`src/rtl/ct_idu_id_split_fence_seq.sv`:
```
`default_nettype none
// ============================================================================
// Module   : ct_idu_id_split_fence_seq
// Brief    : Captures one ID-stage instruction, drains the backend around
//            fences, then issues 1 or 2 micro-ops to IR under valid/ready.
// Revision : 1.0  initial release
// ============================================================================
module ct_idu_id_split_fence_seq #(
   parameter int CNT_W      = 8,
   parameter int FENCE_POST = 1
) (
   input  logic             forever_cpuclk,
   input  logic             cpurst,
   input  logic             rtu_idu_flush,
   input  logic             rtu_idu_empty,
   input  logic             id_inst_vld,
   input  logic [31:0]      id_inst,
   input  logic [3:0]       id_split_short,
   input  logic [2:0]       id_fence,
   output logic             id_inst_ready,
   output logic             uop_vld,
   input  logic             uop_ready,
   output logic [31:0]      uop_inst,
   output logic             uop_idx,
   output logic             uop_last,
   output logic [3:0]       uop_split_type,
   output logic             uop_fence,
   output logic [CNT_W-1:0] fence_wait_cnt
);

   localparam logic             c_post    = (FENCE_POST != 0);
   localparam logic [CNT_W-1:0] c_cnt_max = {CNT_W{1'b1}};

   typedef enum logic [1:0] {
      S_IDLE  = 2'd0,
      S_FWAIT = 2'd1,
      S_EMIT  = 2'd2,
      S_FPOST = 2'd3
   } state_t;

   state_t           r_state;
   state_t           w_next;
   logic [31:0]      r_inst;
   logic [3:0]       r_split;
   logic             r_fence;
   logic             r_nuop2;
   logic             r_idx;
   logic [CNT_W-1:0] r_cnt;
   logic             w_emit;
   logic             w_cap;
   logic             w_uop_hs;

   always_comb begin
      w_emit         = (r_state == S_EMIT);
      uop_vld        = w_emit;
      uop_last       = w_emit && (!r_nuop2 || r_idx);
      w_uop_hs       = uop_vld && uop_ready;
      // A non-fence last uop leaving this cycle frees the slot for a new capture.
      id_inst_ready  = !rtu_idu_flush &&
                       ((r_state == S_IDLE) ||
                        (uop_last && uop_ready && !(r_fence && c_post)));
      w_cap          = id_inst_vld && id_inst_ready;
      uop_inst       = r_inst;
      uop_idx        = r_idx;
      uop_split_type = r_split;
      uop_fence      = r_fence;
      fence_wait_cnt = r_cnt;

      w_next = r_state;
      if (rtu_idu_flush) begin
         w_next = S_IDLE;
      end else if (w_cap) begin
         w_next = (|id_fence) ? S_FWAIT : S_EMIT;
      end else begin
         case (r_state)
            S_FWAIT: if (rtu_idu_empty) w_next = S_EMIT;
            S_EMIT:  if (w_uop_hs && uop_last) w_next = (r_fence && c_post) ? S_FPOST : S_IDLE;
            S_FPOST: if (rtu_idu_empty) w_next = S_IDLE;
            default: w_next = r_state;
         endcase
      end
   end

   always_ff @(posedge forever_cpuclk or posedge cpurst) begin
      if (cpurst) begin
         r_state <= S_IDLE;
      end else begin
         r_state <= w_next;
      end
   end

   always_ff @(posedge forever_cpuclk or posedge cpurst) begin
      if (cpurst) begin
         r_inst  <= 32'd0;
         r_split <= 4'd0;
         r_fence <= 1'b0;
         r_nuop2 <= 1'b0;
         r_idx   <= 1'b0;
      end else if (w_cap) begin
         r_inst  <= id_inst;
         r_split <= id_split_short;
         r_fence <= |id_fence;
         r_nuop2 <= |id_split_short;
         r_idx   <= 1'b0;
      end else if (!rtu_idu_flush && w_uop_hs && !uop_last) begin
         r_idx   <= 1'b1;
      end
   end

   // Counter survives flush so the last fence's drain time stays observable.
   always_ff @(posedge forever_cpuclk or posedge cpurst) begin
      if (cpurst) begin
         r_cnt <= '0;
      end else if (rtu_idu_flush) begin
         r_cnt <= r_cnt;
      end else if (w_cap) begin
         r_cnt <= '0;
      end else if ((r_state == S_FWAIT) && (r_cnt != c_cnt_max)) begin
         r_cnt <= r_cnt + CNT_W'(1);
      end
   end

endmodule
`default_nettype wire

```
`config.mk`:
```
export PLATFORM = sky130hd
export DESIGN_NAME = ct_idu_id_split_fence_seq
export DESIGN_NICKNAME = d
export VERILOG_FILES = /design/src/rtl/ct_idu_id_split_fence_seq.sv
export SDC_FILE = /design/constraint.sdc
export NUM_CORES = 1
export LEC_CHECK = 0
export ABC_CLOCK_PERIOD_IN_PS = 2400
export BUFFER_PORTS_ARGS = -buffer_cell sky130_fd_sc_hd__buf_2
export CORE_MARGIN = 2
export CORE_UTILIZATION = 45
export DETAILED_ROUTE_END_ITERATION = 10
export GPL_TIMING_DRIVEN = 0
export PLACE_DENSITY = 0.89
export SLEW_MARGIN = 5
export SYNTH_ARGS = -nofsm -noshare
export SYNTH_HDL_FRONTEND = slang
export SYNTH_SLANG_ARGS = --single-unit
```
`constraint.sdc`:
```
create_clock -name forever_cpuclk -period 2.4 [get_ports forever_cpuclk]
set_clock_uncertainty 0.2 [all_clocks]
set_input_delay 0.36 -clock forever_cpuclk [delete_from_list [all_inputs] [get_ports forever_cpuclk]]
set_output_delay 0.36 -clock forever_cpuclk [all_outputs]
set_load 0.01 [all_outputs]
```
=== Word level (Yosys, flattened, before mapping) ===
Cells that the tools add are included.

* Register bits after elaboration: 49
* Output and inout bits: 49
* Word-level logic and storage cells: 52

* Add/sub/neg operators: 1
* Equal/unequal tests: 7
* Muxes and demuxes: 12
* Bitwise gates (word level): 1
* Reductions and logical operators: 24

{| class="wikitable"
|+ Operator list
! cell !! count
|-
| 8-bit 2-to-1 mux || 2
|-
| 2-bit 2-to-1 mux || 7
|-
| 1-bit logical AND || 10
|-
| 8-bit by 1-bit adder with 8-bit output (second input constant) || 1
|-
| 4-bit inequality test (second input constant) || 2
|-
| 8-bit inequality test (second input constant) || 1
|-
| 2-bit case mux with 3 select lines || 1
|-
| 5-bit nonzero test || 1
|-
| 2-bit == test (second input constant) || 2
|-
| 1-bit logical NOT || 4
|-
| 4-bit by 2-bit inequality test with 1-bit output (second input constant) || 1
|-
| 4-bit AND reduction || 1
|-
| 2-bit nonzero test || 2
|-
| 4-bit OR reduction || 1
|-
| 3-bit OR reduction || 1
|-
| 2-bit by 1-bit == test with 1-bit output (second input constant) || 1
|-
| 2-bit logical NOT || 1
|-
| 1-bit logical OR || 2
|-
| 1-bit 2-to-1 mux || 2
|-
| 2-bit AND reduction || 1
|-
| 1-bit NOT || 1
|}

=== Depth between registers and ports, before layout ===
Gate-level depths: netlist (run 1).

* Word-level depth: 10
* Gate-level depth with buffers: 5
* Mapped depth without buffers: 5

=== Worst setup path after synthesis (run 1) ===
Ideal clock, no wire load.

* Path type: reg2reg
* From: register r_fence (netlist: uop_fence)
* To: register r_split[3] (netlist: uop_split_type[3])
* Library setup time: 0.125 ns
* Data arrival time: 1.536 ns
* Slack: 0.539 ns
* Cell stages (with the launch flop): 6
* Clock period less this slack: 1.861 ns
* Path through: dfrtp_1 nand2b_1 o21a_1 nor2_2 buf_2 mux2_2

* Word-level cells in the longest chain between the ends: 5

{| class="wikitable"
|+ RTL lines
! item !! RTL line !! RTL
|-
| start, declared || 45 || <nowiki>logic r_fence;</nowiki>
|-
| start signal, assigned || 102 || <nowiki>r_fence <= |id_fence;</nowiki>
|-
| 1-bit logical NOT || 61 || <nowiki>(uop_last && uop_ready && !(r_fence && c_post)));</nowiki>
|-
| 1-bit logical AND || 61 ||
|-
| 1-bit logical OR || 60 || <nowiki>((r_state == S_IDLE) ||</nowiki>
|-
| 1-bit logical AND || 59 || <nowiki>id_inst_ready = !rtu_idu_flush &&</nowiki>
|-
| 1-bit logical AND || 62 || <nowiki>w_cap = id_inst_vld && id_inst_ready;</nowiki>
|-
| end signal, assigned || 101 || <nowiki>r_split <= id_split_short;</nowiki>
|-
| end, declared || 44 || <nowiki>logic [3:0] r_split;</nowiki>
|}

No other way between the ends.
A chain may end at the register's enable or synchronous reset.

=== Worst setup path after layout (run 1) ===
* From: register r_nuop2
* To: register r_fence (netlist: uop_fence)

* Word-level cells in the longest chain between the ends: 8

{| class="wikitable"
|+ RTL lines
! item !! RTL line !! RTL
|-
| start, declared || 46 || <nowiki>logic r_nuop2;</nowiki>
|-
| start signal, assigned || 103 || <nowiki>r_nuop2 <= |id_split_short;</nowiki>
|-
| 1-bit logical NOT || 56 || <nowiki>uop_last = w_emit && (!r_nuop2 || r_idx);</nowiki>
|-
| 1-bit logical OR || 56 ||
|-
| 1-bit logical AND || 56 ||
|-
| 1-bit logical AND (2 in series) || 61 ||
|-
| 1-bit logical OR || 60 ||
|-
| 1-bit logical AND || 59 ||
|-
| 1-bit logical AND || 62 ||
|}

No other way between the ends.

==> results.yml, run 1 <==
status:
  status: "finished, final reports clean"
finish:
  fin_area_mm2: 0.00271
  layout-drive-gt1-share: 0.573
  final_nets: 301
  layout_commonest_cell: "buf_2"
  insertedDiodeCount: 0
  final_cell_mix: "94 x buf_2, 49 x dfrtp_1, 36 x mux2_2"
  instances_no_fill: 307
  area_growth_pct: 31.3
setup_path:
  end_kind: "flip-flop"
  arrival_ns: 2.05
  cp_max_fo: 10
  cp_slowest_stage_delay_ns: 0.41
  rr_startpoint: "r_nuop2"
  crit_type: "reg -> reg"
  crit_path_cell_trace: "nor2b_1 -> o21a_1 -> nor2_2 -> buf_2 -> mux2_2"
  crit_start: "r_nuop2"
  crit_slowest_cell: "dfrtp_1"
  required_ns: 2.38
  cp-start-kind: "flip-flop"
routing:
  routed_via_density: 5.14
  vias: 1579
  ant_nets: 0
  drc_errors: 0
  dr.first_iter.drc_count: 81
  wirelength_mm: 4.20
  firstDrtPassIters: 4
  drt-wirelength-per-cell_um: 13.7
timing:
  worst_pin_slew_ns: 0.513
  fin_crit_sh: 0.864
  hold_viol: 0
  rsz0062_at_grt: "no"
  layout_min_cycle_time_ns: 2.07
  relSlewSlack: 0.658
  slew_violations: 0
  fmax_ghz: 0.482
  whs_ns: 0.0833
  setup_viol: 0
  setup_tns_ns: 0
yosys:
  seq_area_frac_synth: 0.594
  yosysWarnings: 0
  avgSynthCellArea_um2: 13.5
  ys_types: 37
  synthCells: 153
  syn_nets: 199
  ys_ff_latch: 49
  syn_area_mm2: 0.00207
clock_tree:
  cts_num_sinks: 49
  cts_tree: "built"
  holdBufCountCts: 1
  ctsRootBufferMaster: "clkbuf_8"
  clockBufferDepth: 2
  cts_resized: 0
  clk_pin_slew_ns: 0.08
  htreeDepth: 2
  clk_latency_ns: 0.29
  cts_setup_buffers: 0
  cts_inserted_buffers: 5
placed_design:
  hpwl_mm: 3.29
  gp_congestion: 0.786
  dpl_cell_area_mm2: 0.00262
  dpl.cell_count: 299
  portBuffers: 93
floorplan:
  rows: 24
  start_util: 0.471
  core_area_mm2: 0.00438
  io_pins: 94
  dieWidth_um: 71.8
  die_y_um: 71.8
  dieArea_mm2: 0.00515
grt:
  use_met1: 0.204
  grt_max_degree: 27
  grt_pass1_wl_mm: 7.06
  overflow: 0
  grt_util_met2: 0.318
  first_global_vias: 1646
  busiest_layer: "met2"
  met3_usage: 0.0506
  antenna_found_initial: 0
  track_usage: 0.176
power_and_ir_drop:
  p_per_area_mw_per_mm2: 821
  power.total_mw: 2.23
  ir_drop_v: 0.000474
  leakagePower_nw: 1.35
hold_path:
  hp-class: "in -> reg"
  worstHoldStart: "id_inst[1]"
flow_run:
  timing.max_cap.violations: 0
worst max-delay path: cells and delay by family, from the launching register on:
kind	cells	cell delay [ns]
multiplexers	1	0.37
AO/OA/AOI/OAI	1	0.24
AND/OR/NAND/NOR	2	0.45
flip-flops	1	0.41
buffers and inverters	1	0.29
report_power, final:
part / total [mW] / internal (mW) / switching, mW
combinational: 0.629 / 0.332 / 0.296
sequential: 1.13 / 1.01 / 0.112
clock: 0.473 / 0.229 / 0.244
total: 2.23 / 1.58 / 0.652
layer usage:
layer	wire length, um	share of wire
met3	277	0.066
met5	0	0
met4	28	0.0067
met1	1670	0.40
met2	2220	0.53
state kept, by name, indices dropped and copies added, names as in the netlist:
signal and count:
uop_split_type 4, uop_fence 1, uop_idx 1, r_state 2, fence_wait_cnt 8, r_nuop2 1, uop_inst 32
worst paths after layout:
kind	to	slack [ns]	cells past startpoint
setup / recovery	uop_fence	0.33	5
hold / removal	uop_inst[1]	0.08	2
setup reg to reg	uop_fence	0.33	5
hold reg to reg	uop_inst[1]	0.29	1
max in group asynchronous	fence_wait_cnt[2]	1.05	4
min in group asynchronous	uop_inst[28]	0.44	3
Yosys cell counts (all sizes together):
cell type,instances,area share
a21oi,5,0.012
inv,2,0.0036
a41oi,1,0.0042
ha,1,0.0061
or3,1,0.0030
or4,1,0.0036
nor2,9,0.018
nor4,2,0.0061
and3,1,0.0030
nand4,3,0.012
nor2b,2,0.0061
dfrtp,49,0.59
o21bai,1,0.0036
nor3b,1,0.0091
buf,4,0.013
o21ai,6,0.015
o21a,1,0.0036
a22oi,1,0.0036
nor3,2,0.0048
mux2i,4,0.019
or2b,1,0.0036
mux2,37,0.20
a311o,1,0.0048
clkbuf,1,0.0018
or2,2,0.0061
o31ai,1,0.0036
xor2,1,0.0042
nand3,1,0.0024
nand2,6,0.011
nand2b,3,0.0091
a211o,1,0.0042
and2b,1,0.0042
final cells by class:
| class | count | area, um2 |
|---|---|---|
| Timing Repair Buffer | 95 | 495 |
| Tap cell | 52 | 65.1 |
| Fill cell | 382 | 1670 |
| Multi-Input combinational cell | 97 | 801 |
| Clock buffer | 7 | 86.3 |
| Buffer | 5 | 31.3 |
| Sequential cell | 49 | 1230 |
| Inverter | 2 | 7.51 |
per-stage QoR:
stage                util  worst slack (ns)
floorplan               -             0.539
global placement    0.592            0.0786
CTS                 0.619             0.300
global route        0.619             0.197
finish              0.619             0.327
detailed placement  0.597             0.312
cells by family after synthesis:
logic type / count (synthesis) / share of synthesized area
xor+xnor: 1 / 0.00424
buf+inv: 7 / 0.0188
flops: 49 / 0.594
mux: 41 / 0.221
fa+ha+maj: 1 / 0.00606
compound gates: 18 / 0.0545
simple gates: 36 / 0.102
(Power assumes the default switching activity.)
==> inputs of run 2 (changes only) <==
--- a/config.mk
+++ b/config.mk
@@ -5,13 +5,13 @@
 export SDC_FILE = /design/constraint.sdc
 export NUM_CORES = 1
 export LEC_CHECK = 0
-export ABC_CLOCK_PERIOD_IN_PS = 2400
+export ABC_CLOCK_PERIOD_IN_PS = 1800
 export BUFFER_PORTS_ARGS = -buffer_cell sky130_fd_sc_hd__buf_2
 export CORE_MARGIN = 2
-export CORE_UTILIZATION = 45
+export CORE_UTILIZATION = 42
 export DETAILED_ROUTE_END_ITERATION = 10
 export GPL_TIMING_DRIVEN = 0
-export PLACE_DENSITY = 0.89
+export PLACE_DENSITY = 0.88
 export SLEW_MARGIN = 5
 export SYNTH_ARGS = -nofsm -noshare
 export SYNTH_HDL_FRONTEND = slang
==> constraint.sdc (replaced) <==
create_clock -name forever_cpuclk -period 1.8 [get_ports forever_cpuclk]
set_clock_uncertainty 0.2 [all_clocks]
set_input_delay 0.27 -clock forever_cpuclk [delete_from_list [all_inputs] [get_ports forever_cpuclk]]
set_output_delay 0.27 -clock forever_cpuclk [all_outputs]
set_load 0.01 [all_outputs]
==> run 2 against run 1 <==
Compared with the run above: the run now ends with negative setup slack left; global-route usage up 0.43 points; fmax increased by 15%; first-iteration DRC count down 46%; sequential power up 34%; hold slack got worse by 0.073 ns; register-to-register slack worse by 0.33 ns; worst setup slack worse by 0.33 ns; clock power up 28%; core utilization rose by 5.4 points; combinational power up 76%; via count rose by 7.3%; critical path type unchanged; largest cell class unchanged; largest power group unchanged.
==> results.yml, run 2 (synthesis results as in run 1) <==
clock_tree:
  clk_pin_slew_ns: 0.08
  clockBufferDepth: 2
  clk_latency_ns: 0.29
  cts_inserted_buffers: 5
  htreeDepth: 2
  cts_tree: "built"
  ctsRootBufferMaster: "clkbuf_8"
  cts_num_sinks: 49
power_and_ir_drop:
  p_comb_frac: 0.345
  power.total_mw: 3.23
  switchingPower_uw: 956
  seqPwrFrac: 0.467
  p_int_mw: 2.27
  p_clk_frac: 0.188
  swShare: 0.296
  ir_drop_v: 0.000618
  p_per_area_mw_per_mm2: 1020
  leakagePower_nw: 1.58
flow_run:
  timing.max_cap.violations: 0
status:
  violations: "negative setup slack"
  status: "complete, but fails checks"
timing:
  fin_crit_sh: 1.00
  whs_ns: 0.0106
  slew_violations: 0
  relSlewSlack: 0.614
  worst_pin_slew_ns: 0.578
  layout_min_cycle_time_ns: 1.80
  setup_tns_ns: -0.000630
  fmax_ghz: 0.555
  setup_slack_ns: -0.000630
  setup_viol: 1
  rsz0062_at_grt: "yes"
  hold_viol: 0
setup_path:
  critPathBufInv: 2
  cp_slowest_stage_delay_ns: 0.41
  reg2reg_to: "uop_inst[12]"
  crit_slowest_cell: "dfrtp_1"
  required_ns: 1.78
  ff2ff_path_depth: 6
  arrival_ns: 1.78
  r2r_slack_ns: -0.0006
  crit_start: "r_nuop2"
  crit_family: "flip-flops"
  crit_path_cell_trace: "nor2b_4 -> o21a_4 -> nor2_4 -> buf_12 -> buf_6 -> mux2_2"
  rr_startpoint: "r_nuop2"
  end_kind: "flip-flop"
  cp_max_fo: 8
  crit_end: "uop_inst[12]"
  crit_type: "reg -> reg"
  cp.depth: 6
  cp-start-kind: "flip-flop"
routing:
  vias: 1695
  wirelength_mm: 5.15
  drt-wirelength-per-cell_um: 14.6
  firstDrtPassIters: 4
  dr.first_iter.drc_count: 44
  routed_via_density: 4.82
  drc_errors: 0
  ant_nets: 0
finish:
  largest_reg_flops: 32
  insertedDiodeCount: 0
  final_util: 0.672
  area_growth_pct: 53.7
  final_nets: 330
  layout_commonest_cell: "buf_2"
  fin_area_mm2: 0.00318
  instances_no_fill: 352
  layout-drive-gt1-share: 0.614
  final_cell_mix: "93 x buf_2, 47 x dfrtp_1, 20 x mux2_4"
grt:
  grt_max_degree: 26
  grt_pass1_wl_mm: 7.56
  first_global_vias: 1753
  track_usage: 0.180
  antenna_found_initial: 0
  overflow: 0
floorplan:
  start_util: 0.437
  dieArea_mm2: 0.00550
  die_y_um: 74.1
  io_pins: 94
  core_area_mm2: 0.00472
  dieWidth_um: 74.1
  rows: 25
placed_design:
  portBuffers: 93
  hpwl_mm: 3.23
  dp_worst_setup_slack_ns: -0.172
  dpl.cell_count: 314
  gp_congestion: 0.767
  dpl_cell_area_mm2: 0.00265
hold_path:
  hp-class: "in -> reg"
## run 2: changes by cell type in the layout (fill, tap and decap cells not counted), sizes merged
| cell | previous run | this run |
|---|---|---|
| buf | 98 | 115 |
| dlygate4sd3 | 1 | 14 |
## run 2: routing by layer
| layer | global-route usage | up-vias | routed length, um |
|---|---|---|---|
| met4 | 0.0485 | 0 | 54 |
| met2 | 0.323 | 51 | 2790 |
| met3 | 0.0556 | 7 | 296 |
| met1 | 0.208 | 831 | 2010 |
| met5 | 0 | - | 0 |
| li1 | - | 806 | - |
## run 2: final cells by class
type,count,area [um2]
tap,67,83.8
clock buffer,8,80.1
sequential,49,1230
timing repair buffer,125,796
fill,366,1550
multi-input combinational,97,927
buffer,4,52.6
inverter,2,7.51
## run 2: timing repair
item,CTS,global route
setup endpoints to repair,38,44
hold buffers,14,0
setup buffers,7,7
pin swaps,2,1
resized for setup,18,32
endpoints found under the hold margin,37,0
gates cloned,3,0
## run 2: how the worst min path moves through the flow
stage | startpoint | endpoint | slack (ns) | cells after the start
floorplan | rtu_idu_flush | r_state[0] | 0.13 | 1
global placement | uop_inst[1] | uop_inst[1] | 0.27 | 1
detailed placement | cpurst | uop_inst[19] | 0.16 | 2
CTS | id_inst[27] | uop_inst[27] | 0.0008 | 2
global route | id_inst[9] | uop_inst[9] | 0.0004 | 2
finish | id_inst[5] | uop_inst[5] | 0.01 | 2
## run 2: worst reg2reg max path, delay by kind of cell (launching register included)
| family | cells | cell delay, ns |
|---|---|---|
| buffers and inverters | 2 | 0.28 |
| flip-flops | 1 | 0.41 |
| AND/OR/NAND/NOR | 2 | 0.25 |
| AO/OA/AOI/OAI | 1 | 0.22 |
| multiplexers | 1 | 0.33 |
## run 2: power by group through the flow
stage,combinational (mW),clock [mW],sequential [mW]
after global placement,0.821,0,1.51
after floorplan,0.353,0,1.63
after CTS,0.959,0.629,1.51
final,1.11,0.606,1.51
after global routing,1.22,0.659,1.54
after detailed placement,0.861,0,1.53
==> inputs of run 3 (changes only) <==
--- a/config.mk
+++ b/config.mk
@@ -5,14 +5,14 @@
 export SDC_FILE = /design/constraint.sdc
 export NUM_CORES = 1
 export LEC_CHECK = 0
-export ABC_CLOCK_PERIOD_IN_PS = 1800
+export ABC_CLOCK_PERIOD_IN_PS = 1500
 export BUFFER_PORTS_ARGS = -buffer_cell sky130_fd_sc_hd__buf_2
 export CORE_MARGIN = 2
 export CORE_UTILIZATION = 42
 export DETAILED_ROUTE_END_ITERATION = 10
 export GPL_TIMING_DRIVEN = 0
 export PLACE_DENSITY = 0.88
-export SLEW_MARGIN = 5
+export SLEW_MARGIN = 20
 export SYNTH_ARGS = -nofsm -noshare
 export SYNTH_HDL_FRONTEND = slang
 export SYNTH_SLANG_ARGS = --single-unit
==> constraint.sdc (replaced) <==
create_clock -name forever_cpuclk -period 1.5 [get_ports forever_cpuclk]
set_clock_uncertainty 0.2 [all_clocks]
set_input_delay 0.225 -clock forever_cpuclk [delete_from_list [all_inputs] [get_ports forever_cpuclk]]
set_output_delay 0.225 -clock forever_cpuclk [all_outputs]
set_load 0.01 [all_outputs]
==> run 3 against run 2 <==
Compared with the run above: the flow still finishes with violations (negative setup slack); clock power is 20% higher; total power is 28% higher; worst setup slack worse by 0.30 ns; via count is 11% higher; wire length is 21% higher; largest cell class unchanged.
==> results.yml, run 3 (synthesis results as in run 1) <==
setup_path:
  arrival_ns: 1.79
  r2r_slack_ns: -0.30
  end_kind: "flip-flop"
  rr_startpoint: "uop_fence"
  reg2reg_to: "uop_inst[3]"
  crit_path_cell_trace: "nand2b_4 -> o21a_4 -> nor2_4 -> buf_12 -> buf_8 -> mux2_2"
  crit_family: "flip-flops"
  crit_type: "reg -> reg"
  cp_max_fo: 8
  crit_slowest_cell: "dfrtp_1"
  cp_slowest_stage_delay_ns: 0.39
  ff2ff_path_depth: 6
  crit_start: "uop_fence"
  required_ns: 1.48
  critPathBufInv: 2
  cp-start-kind: "flip-flop"
grt:
  track_usage: 0.219
  overflow: 0
  antenna_found_initial: 0
  first_global_vias: 1955
  grt_pass1_wl_mm: 9.18
  grt_max_degree: 50
clock_tree:
  cts_num_sinks: 49
  clockBufferDepth: 2
  clk_pin_slew_ns: 0.09
  ctsRootBufferMaster: "clkbuf_8"
  clk_latency_ns: 0.29
  cts_tree: "built"
  cts_inserted_buffers: 5
  htreeDepth: 2
finish:
  largest_reg_flops: 32
  area_growth_pct: 77.3
  layout-drive-gt1-share: 0.637
  final_util: 0.775
  instances_no_fill: 381
  insertedDiodeCount: 0
  final_nets: 360
  layout_commonest_cell: "buf_2"
  final_cell_mix: "92 x buf_2, 45 x dfrtp_1, 38 x dlygate4sd3_1"
floorplan:
  die_y_um: 74.1
  start_util: 0.437
  dieArea_mm2: 0.00550
  core_area_mm2: 0.00472
  rows: 25
  io_pins: 94
  dieWidth_um: 74.1
timing:
  setup_viol: 51
  slew_violations: 0
  setup_slack_ns: -0.303
  fmax_ghz: 0.555
  relSlewSlack: 0.605
  worst_pin_slew_ns: 0.592
  hold_viol: 0
  fin_crit_sh: 1.20
  rsz0062_at_grt: "yes"
  layout_min_cycle_time_ns: 1.80
placed_design:
  dpl.cell_count: 313
  gp_congestion: 0.812
  hpwl_mm: 3.28
  portBuffers: 93
routing:
  dr.first_iter.drc_count: 67
  wirelength_mm: 6.22
  drc_errors: 0
  vias: 1881
  drt-wirelength-per-cell_um: 16.3
  firstDrtPassIters: 4
  routed_via_density: 4.94
  ant_nets: 0
power_and_ir_drop:
  p_clk_frac: 0.175
  p_per_area_mw_per_mm2: 1130
  switchingPower_mw: 1.26
  leakagePower_nw: 1.77
  p_comb_frac: 0.381
  p_int_mw: 2.87
  seqPwrFrac: 0.444
  swShare: 0.305
  ir_drop_v: 0.000705
hold_path:
  worstHoldStart: "rtu_idu_empty"
  hp-class: "in -> reg"
  holdPathEnd: "r_state[0]"
  hold_path_depth: 3
status:
  status: "complete, but fails checks"
  violations: "negative setup slack"
flow_run:
  timing.max_cap.violations: 0
run 3: per-stage QoR:
| stage | power (mW) | setup TNS [ns] | setup slack, ns | hold WS [ns] | cell area, um2 |
|---|---|---|---|---|---|
| 2_1_floorplan | 2.43 | -9.65 | -0.267 | 0.0609 | 2140 |
| 3_3_place_gp | 2.85 | -12.58 | -0.335 | 0.245 | 2690 |
| 3_5_place_dp | 2.92 | -14.75 | -0.393 | 0.254 | 2690 |
| 4_1_cts | 3.94 | -13.52 | -0.321 | -0.00587 | 3430 |
| 5_1_grt | 4.36 | -15.68 | -0.361 | 0.0135 | 3660 |
| 6_report | 4.13 | -12.79 | -0.303 | 0.0184 | 3660 |
run 3: area by class of cell:
cell class	count	area [um2]
sequential	49	1230
timing repair buffer	155	1120
multi-input combinational	97	1080
fill	282	1060
tap	67	83.8
clock buffer	6	72.6
buffer	4	60.1
inverter	2	11.3
clock inverter	1	5.00
run 3: power groups by stage:
stage	clock network, mW	registers [mW]	logic [mW]
finish	0.725	1.83	1.57
global route	0.804	1.87	1.68
CTS	0.743	1.81	1.39
detailed placement	0	1.84	1.07
global placement	0	1.83	1.02
floorplan	0	1.98	0.454
run 3: worst register-to-register path: cells and delay by family (launching register included):
family | cells | cell delay [ns]
and+or+nand+nor | 2 | 0.26
AOI/OAI and AO/OA | 1 | 0.24
muxes | 1 | 0.32
buffers and inverters | 2 | 0.28
DFF | 1 | 0.39
run 3: worst max path at each step:
| stage | slack (ns) | cells past startpoint | to |
|---|---|---|---|
| 2_1_floorplan | -0.27 | 5 | uop_inst[0] |
| 3_3_place_gp | -0.34 | 5 | uop_inst[17] |
| 3_5_place_dp | -0.39 | 5 | uop_inst[12] |
| 4_1_cts | -0.32 | 6 | uop_inst[8] |
| 5_1_grt | -0.36 | 6 | uop_inst[2] |
| 6_report | -0.30 | 6 | uop_inst[3] |
run 3: metal layers:
| metal | vias to the layer above | GRT usage | wire length [um] |
|---|---|---|---|
| met1 | 939 | 0.254 | 2380 |
| met5 | - | 0 | 0 |
| met2 | 64 | 0.400 | 3490 |
| met4 | 0 | 0.0606 | 66 |
| li1 | 870 | - | - |
| met3 | 8 | 0.0569 | 284 |
run 3: timing repair:
action,in CTS,in global routing
gates cloned,3,0
hold endpoints to repair,50,24
gates resized for setup,40,42
setup buffers,15,5
pin swaps,12,7
endpoints found under the setup margin,51,51
hold buffers,37,1
